### config.mk
export PLATFORM = sky130hd
export DESIGN_NAME = mlt3_line_decoder
export DESIGN_NICKNAME = d
export VERILOG_FILES = /design/src/rtl/mlt3_line_decoder.sv
export SDC_FILE = /design/constraint.sdc
export NUM_CORES = 1
export LEC_CHECK = 0
export ABC_AREA = 1
export CORE_MARGIN = 8
export CORE_UTILIZATION = 46
export CTS_CLUSTER_DIAMETER = 50
export DETAILED_ROUTE_END_ITERATION = 8
export PLACE_DENSITY = 0.74
export REMOVE_ABC_BUFFERS = 1
export SYNTH_ARGS = -nofsm -noshare
export SYNTH_HDL_FRONTEND = slang
export SYNTH_SLANG_ARGS = --single-unit
### constraint.sdc
create_clock -name clk -period 1.65 [get_ports clk]
set_clock_uncertainty 0.1 [all_clocks]
set_input_delay 0.495 -clock clk [delete_from_list [all_inputs] [get_ports clk]]
set_output_delay 0.495 -clock clk [all_outputs]
set_load 0.05 [all_outputs]
### src/rtl/mlt3_line_decoder.sv
// MLT-3 receive stage: recovers NRZ bits from three-level line samples,
// tracks the encoder state, assembles words and flags long bit runs.
module mlt3_line_decoder #(
   parameter int WORD_W  = 8,
   parameter int RUN_MAX = 6
) (
   input  logic              clk,
   input  logic              rst,
   input  logic              lvl_valid,
   input  logic [1:0]        lvl,
   output logic              bit_valid,
   output logic              bit_out,
   output logic              word_valid,
   output logic [WORD_W-1:0] word,
   output logic              code_err,
   output logic              run_flag,
   output logic [1:0]        mlt_state
);

   localparam int BW = $clog2(WORD_W + 1);
   localparam int RW = $clog2(RUN_MAX + 1);

   typedef enum logic [1:0] {
      ST_TOP    = 2'b00,
      ST_DOWN   = 2'b01,
      ST_BOTTOM = 2'b10,
      ST_UP     = 2'b11
   } mlt_st_e;

   mlt_st_e           state_q, state_d;
   logic              bit_valid_q, bit_valid_d;
   logic              bit_out_q, bit_out_d;
   logic              word_valid_q, word_valid_d;
   logic [WORD_W-1:0] word_q, word_d;
   logic              code_err_q, code_err_d;
   logic              run_flag_q, run_flag_d;
   logic [BW-1:0]     bit_cnt_q, bit_cnt_d;
   logic [RW-1:0]     run_cnt_q, run_cnt_d;
   logic              last_bit_q, last_bit_d;

   logic              legal;
   logic              dec_bit;
   mlt_st_e           nxt_st;

   // Any +/-1 sample pins the encoder to top/bottom, legal or not,
   // so resync falls out of the same decode.
   always_comb begin
      legal   = 1'b0;
      dec_bit = 1'b0;
      nxt_st  = state_q;
      unique case (lvl)
         2'b00: begin
            legal = 1'b1;
            unique case (state_q)
               ST_BOTTOM: begin
                  dec_bit = 1'b1;
                  nxt_st  = ST_UP;
               end
               ST_TOP: begin
                  dec_bit = 1'b1;
                  nxt_st  = ST_DOWN;
               end
               default: begin
                  dec_bit = 1'b0;
                  nxt_st  = state_q;
               end
            endcase
         end
         2'b10: begin
            nxt_st  = ST_BOTTOM;
            legal   = (state_q == ST_DOWN) || (state_q == ST_BOTTOM);
            dec_bit = (state_q == ST_DOWN);
         end
         2'b01: begin
            nxt_st  = ST_TOP;
            legal   = (state_q == ST_UP) || (state_q == ST_TOP);
            dec_bit = (state_q == ST_UP);
         end
         default: begin
            legal  = 1'b0;
            nxt_st = state_q;
         end
      endcase
   end

   always_comb begin
      state_d      = state_q;
      bit_valid_d  = 1'b0;
      bit_out_d    = 1'b0;
      word_valid_d = 1'b0;
      word_d       = word_q;
      code_err_d   = 1'b0;
      run_flag_d   = run_flag_q;
      bit_cnt_d    = bit_cnt_q;
      run_cnt_d    = run_cnt_q;
      last_bit_d   = last_bit_q;
      if (lvl_valid) begin
         state_d = nxt_st;
         if (legal) begin
            bit_valid_d = 1'b1;
            bit_out_d   = dec_bit;
            word_d      = {word_q[WORD_W-2:0], dec_bit};
            if (bit_cnt_q == BW'(WORD_W - 1)) begin
               bit_cnt_d    = '0;
               word_valid_d = 1'b1;
            end else begin
               bit_cnt_d = bit_cnt_q + 1'b1;
            end
            // run_cnt_q == 0 means no previous bit to compare against
            if ((run_cnt_q != '0) && (dec_bit == last_bit_q)) begin
               if (run_cnt_q != RW'(RUN_MAX))
                  run_cnt_d = run_cnt_q + 1'b1;
            end else begin
               run_cnt_d = RW'(1);
            end
            last_bit_d = dec_bit;
            run_flag_d = (run_cnt_d >= RW'(RUN_MAX));
         end else begin
            code_err_d = 1'b1;
            bit_cnt_d  = '0;
            run_cnt_d  = '0;
            run_flag_d = 1'b0;
         end
      end
   end

   always_ff @(posedge clk) begin
      if (!rst) begin
         state_q      <= ST_DOWN;
         bit_valid_q  <= 1'b0;
         bit_out_q    <= 1'b0;
         word_valid_q <= 1'b0;
         word_q       <= '0;
         code_err_q   <= 1'b0;
         run_flag_q   <= 1'b0;
         bit_cnt_q    <= '0;
         run_cnt_q    <= '0;
         last_bit_q   <= 1'b0;
      end else begin
         state_q      <= state_d;
         bit_valid_q  <= bit_valid_d;
         bit_out_q    <= bit_out_d;
         word_valid_q <= word_valid_d;
         word_q       <= word_d;
         code_err_q   <= code_err_d;
         run_flag_q   <= run_flag_d;
         bit_cnt_q    <= bit_cnt_d;
         run_cnt_q    <= run_cnt_d;
         last_bit_q   <= last_bit_d;
      end
   end

   assign bit_valid  = bit_valid_q;
   assign bit_out    = bit_out_q;
   assign word_valid = word_valid_q;
   assign word       = word_q;
   assign code_err   = code_err_q;
   assign run_flag   = run_flag_q;
   assign mlt_state  = state_q;

endmodule

Word-level counts from Yosys, hierarchy flattened
Index checks and enable logic that the tools add are counted.
{"block": "op_classes", "mux": 16, "addsub": 2, "n_lt_le_gt_ge": 1, "eq_ne": 9, "reduce_logical": 12}
{"operator": "two-way mux 3 bit", "count": 5}
{"operator": "two-way mux 4 bit", "count": 2}
{"operator": "== test 2 bit, second input constant", "count": 3}
{"operator": "inequality test 3 bit, second input constant", "count": 2}
{"operator": "one-hot mux 1 bit (3 select lines)", "count": 2}
{"operator": "one-hot mux 2 bit (3 select lines)", "count": 1}
{"operator": "AND reduction 3 bit", "count": 2}
{"operator": "nonzero test 3 bit", "count": 2}
{"operator": "two-way mux 1 bit", "count": 5}
{"operator": "adder 4 x 1 -> 4 bit, second input constant", "count": 1}
{"operator": "== test 2 x 1 -> 1 bit, second input constant", "count": 2}
{"operator": "== test 4 x 3 -> 1 bit, second input constant", "count": 1}
{"operator": "logical NOT 2 bit", "count": 2}
{"operator": "one-hot mux 2 bit (2 select lines)", "count": 1}
{"operator": "AND reduction 2 bit", "count": 2}
{"operator": "adder 3 x 1 -> 3 bit, second input constant", "count": 1}
{"operator": "greater-or-equal comparator 3 bit, second input constant", "count": 1}
{"operator": "logical OR 1 bit", "count": 2}
{"operator": "OR reduction 2 bit", "count": 1}
{"operator": "== test 1 bit", "count": 1}
{"operator": "logical AND 1 bit", "count": 1}
{"block": "word_totals", "output_inout_bits": 15, "in_bits": 5, "reg_bits": 23}

Logic depth before layout (Yosys ltp)
{"block": "depth", "depth_word": 11, "ltp_mapped": 11, "ltp_nobuf": 11}

Worst setup path before layout
OpenSTA, ideal clock, no wires.
{"block": "synth_path", "path_type": "register -> register", "startpoint": "register state_q[0], in the netlist mlt_state[0]", "endpoint": "register word_q[2], in the netlist word[2]", "period_less_slack_ps": 1959, "required_time_ps": 1434, "slack_ps": -309, "path_stages_with_launch": 11, "arrival_time_ps": 1743, "cell_sequence": "dfxtp_1 -> inv_1 -> ha_1 -> inv_1 -> nand2_1 -> nand3_2 -> nand2_4 -> nor2_4 -> inv_2 -> nor2_1 -> nor2_1"}
{"block": "synth_via", "elab_chain_len": 4, "elab_cells_between_ends": 8, "cone_classes": "3 x eq/ne; 1 x mux; 4 x reduce/logical"}
{"element": "from (decl)", "line_no": "30", "text": "mlt_st_e state_q, state_d;"}
{"element": "from (signal assigned)", "line_no": "140", "text": "state_q <= state_d;"}
{"element": "== test 2 bit (tied with other cells)", "line_no": "76", "text": "legal = (state_q == ST_UP) || (state_q == ST_TOP);"}
{"element": "logical OR 1 bit, on equally long branches", "line_no": "76, 71"}
{"element": "one-hot mux 1 bit (3 select lines) *", "line_no": "51", "text": "unique case (lvl)"}
{"element": "AND reduction 2 bit (no source line) *"}
{"element": "to (signal assigned)", "line_no": "144", "text": "word_q <= word_d;"}
{"element": "to (decl)", "line_no": "34", "text": "logic [WORD_W-1:0] word_q, word_d;"}
Mark *: on every way between the ends. The rest lies on a longest branch, timed or not.
A chain may end at the register's enable or synchronous reset.

Worst setup path in the final report
{"block": "layout_path", "startpoint": "register state_q[1], in the netlist mlt_state[1]", "endpoint": "register word_q[4], in the netlist word[4]"}
Same word-level chain as after synthesis.

==> summary.md <==
| Metric | Value |
|---|---|
| Syn. warnings | 0 |
| CTS root buf | clkbuf_4 |
| Hold crit path type | reg -> reg |
| GRT Total Usage | approximately 14% |
| Reg2reg path depth | 10 |
| Hold_ws | ~390 ps |
| Die height | ~66 um |
| Hold_sp | run_cnt_q[2] |
| Proportion of layout cells with a drive suffix above 1 | 32.2% |
| CP Buf/Inv Count | 3 |
| CP required | 1770 ps |
| Sequential-to-total area share from yosys stat | between 30% and 40% |
| Crit-path slowest cell | dfxtp_2 |
| Clock buffer depth | 2 |
| #FFs+latches synth | 22 |
| Outcome | completed |
| Cells on Worst Hold Path | 2 |
| Post-CTS Hold Fix Bufs | 0 |
| Vias post-DR | 1066 |
| Worst Setup Start Kind | register |
| Cell Area, Synth | 1140 sq um |
| Gpl congestion | around 0.84 |
| Largest net degree at the start of global routing | 14 |
| H-tree depth | 1 |
| Critical path startpoint | mlt_state[1] |
| # clock sinks | 22 |
| Clock Pin Slew Worst Setup and Hold Paths | 130 ps |
| Syn_area_per_cell | roughly 8.0 sq um |
| Worst Path Class, Setup | reg -> reg |
| Unrepaired setup endpoints after global routing | no |
| Routed WL | 2.79 mm |
| Vias/cell | 5.00 |
| Worst Max-Slew Pin Slew | 305 ps |
| Endpoints failing setup | 0 |
| CTS tree | done |
| Worst-Skew Late Latency | 320 ps |
| Io pins | 20 |
| Post-Synthesis Cells | 143 |
| Crit. End Element | register |
| Relative slew slack | about four fifths |
| Max VDD drop | 0.709 mV |
| Power Density | 813 nW/um^2 |
| Crit Reg-Reg Endpoint | word[4] |
| Pre-CTS setup slack | -696 ps |
| Highest fanout seen on the critical path | 5 |
| 1st-pass router iterations | 4 |
| Max cap viols | 0 |
| Core area | 2410 sq um |
| CP top delay family | simple AND/OR/NAND/NOR gates |
| Final Hold Fails | 0 |
| Leakage Power | around 0.81 nW |
| Port bufs | 19 |
| # fillers | 169 |
| Worst Hold End | run_cnt_q[2] |
| Slew Viols, Final | 0 |
| Congestion Overflow GR | 0 |
| Global-route wire length before repair | 4.80 mm |
| Yosys cell types | 25 |
| Tmin final | roughly 1600 ps |
| Nets | 202 |
| Initial core utilization | between 40% and 50% |
| Initial antenna violation count | 0 |
| RR Startpoint | mlt_state[1] |
| Fmax | 0.631 GHz |
| Final TNS setup | 0 ps |
| DR DRC count | 0 |
| Slowest stage delay, CP | between 300 and 400 ps |
| Number of global-route vias before repair | ~1100 |
| ANT cells | 0 |
| R2r setup slk | about 66 ps |
| Fin crit share | 96.0% |
| Drt wl/cell | 13.1 um |
| Die W | 65.7 um |
| Die area | approximately 4300 sq um |
| Num CTS Buffers | 3 |
| Drt initial violations | 21 |
| Remaining antenna violation count | 0 |
| Worst EP arrival | approximately 1700 ps |
| Hpwl dp | approximately 2.1 mm |
| Row Count | 18 |
| Area grow syn2layout | 50.4% |
| Final Worst Setup Slack | 65.9 ps |
| Crit path cell chain | inv_2 > ha_4 > inv_1 > nand2_1 > nand3_2 > nand2_4 > nor2_4 > buf_4 > o21ai_0 > nor2_1 |
## where the power goes
group,internal [mW],switching (mW),leakage (nW)
Clock,0.246,0.177,0.0279
Sequential,0.559,0.0280,0.179
Combinational,0.173,0.208,0.604
## cells by family (layout without fill, tap and decap cells)
kind of cell / Yosys count / after routing / synth area share [%]
AND/OR/NAND/NOR: 55 / 55 / 23.7
AO/OA/AOI/OAI: 28 / 28 / 14.0
buffers and inverters: 24 / 64 / 8.58
flip-flops: 22 / 22 / 38.7
adder cells (fa/ha/maj): 13 / 13 / 14.3
XOR/XNOR: 1 / 1 / 0.770
## worst max-delay path by stage
stage,endpoint,slack (ps),cells past startpoint
2_1_floorplan,word[2],-310,10
3_3_place_gp,word[6],-560,9
3_5_place_dp,word[3],-700,9
4_1_cts,run_cnt_q[1],3,11
5_1_grt,word[3],0.6,10
6_report,word[4],70,10
## through the flow
| step | instance area (sq um) | total power, mW | instances | utilization (%) |
|---|---|---|---|---|
| 2_1_floorplan | 1120 | 0.774 | 141 | - |
| 3_3_place_gp | 1620 | 0.951 | 206 | 67.3 |
| 3_5_place_dp | 1620 | 0.961 | 206 | 67.3 |
| 4_1_cts | 1730 | 1.40 | 214 | 71.8 |
| 5_1_grt | 1710 | 1.45 | 213 | 71.0 |
| 6_report | 1710 | 1.39 | 213 | 71.0 |
## cells in the mapped netlist
master | count | area, sq um
buf_4 | 1 | 7.51
nand2_4 | 1 | 11.3
ha_1 | 13 | 163
nor2_1 | 18 | 67.6
dfxtp_1 | 22 | 440
xor2_1 | 1 | 8.76
a22o_1 | 1 | 8.76
a21oi_1 | 5 | 25.0
a211oi_1 | 1 | 7.51
nor2_8 | 1 | 20.0
nand3_2 | 1 | 10.0
nand2_2 | 1 | 6.26
o21ai_1 | 6 | 30.0
nor2_4 | 2 | 22.5
buf_2 | 1 | 5.00
o31ai_1 | 1 | 7.51
nand4_1 | 1 | 6.26
o21ai_0 | 12 | 60.1
o21bai_1 | 1 | 7.51
o22ai_2 | 1 | 12.5
nand2_1 | 20 | 75.1
inv_2 | 2 | 7.51
inv_1 | 19 | 71.3
inv_4 | 1 | 6.26
nand3_1 | 10 | 50.1
## flip-flops by register name, indices dropped and copies added (netlist names)
signal / count
run_cnt_q: 3
bit_valid: 1
word_valid: 1
bit_cnt_q: 4
mlt_state: 2
code_err: 1
run_flag: 1
bit_out: 1
word: 8
## layer usage
metal	track usage, %	up-vias	part of all wire, %
li1	-	538	-
met1	14.6	489	41
met2	23.5	32	49
met3	6.46	7	8.0
met4	6.54	0	2.1
met5	0	-	0
## layout make-up
class	instances	area, sq um	share of cell area (%)
well taps	30	37.5	2.19
flip-flops and latches	22	443	25.9
inverters	22	85.1	4.97
multi-input cells	97	619	36.2
clock inverters	1	30.0	1.76
repair buffers	38	473	27.7
clock buffers	3	22.5	1.32
## repair_timing
item / in CTS / in global routing
gates resized for setup: 7 / 10
buffers inserted: 4 / 0
pin swaps: 2 / 3
endpoints found under the setup margin: 20 / 15
## cell usage in the layout (no fill, tap or decap), types with 2 or more instances in the layout
master           netlist  routed
clkdlybuf4s50_1        0       2
inv_1                 19      15
nand2_1               20      20
dfxtp_2                0       2
clkbuf_2               0       2
clkbuf_4               0       3
o21ai_1                6       8
buf_12                 0      15
buf_4                  1      19
ha_1                  13      11
a21oi_1                5       5
dfxtp_1               22      20
nor2_4                 2       2
nand3_1               10       9
inv_2                  2       6
nand3_2                1       2
nor2_1                18      18
o21ai_0               12      10
## tightest hold or removal path: cells and delay by family, from the launching register on
| family | cells | cell delay [ps] |
|---|---|---|
| AOI/OAI and AO/OA | 1 | 50 |
| DFF | 1 | 350 |
| and+or+nand+nor | 1 | 60 |
(Power assumes the default switching activity.)
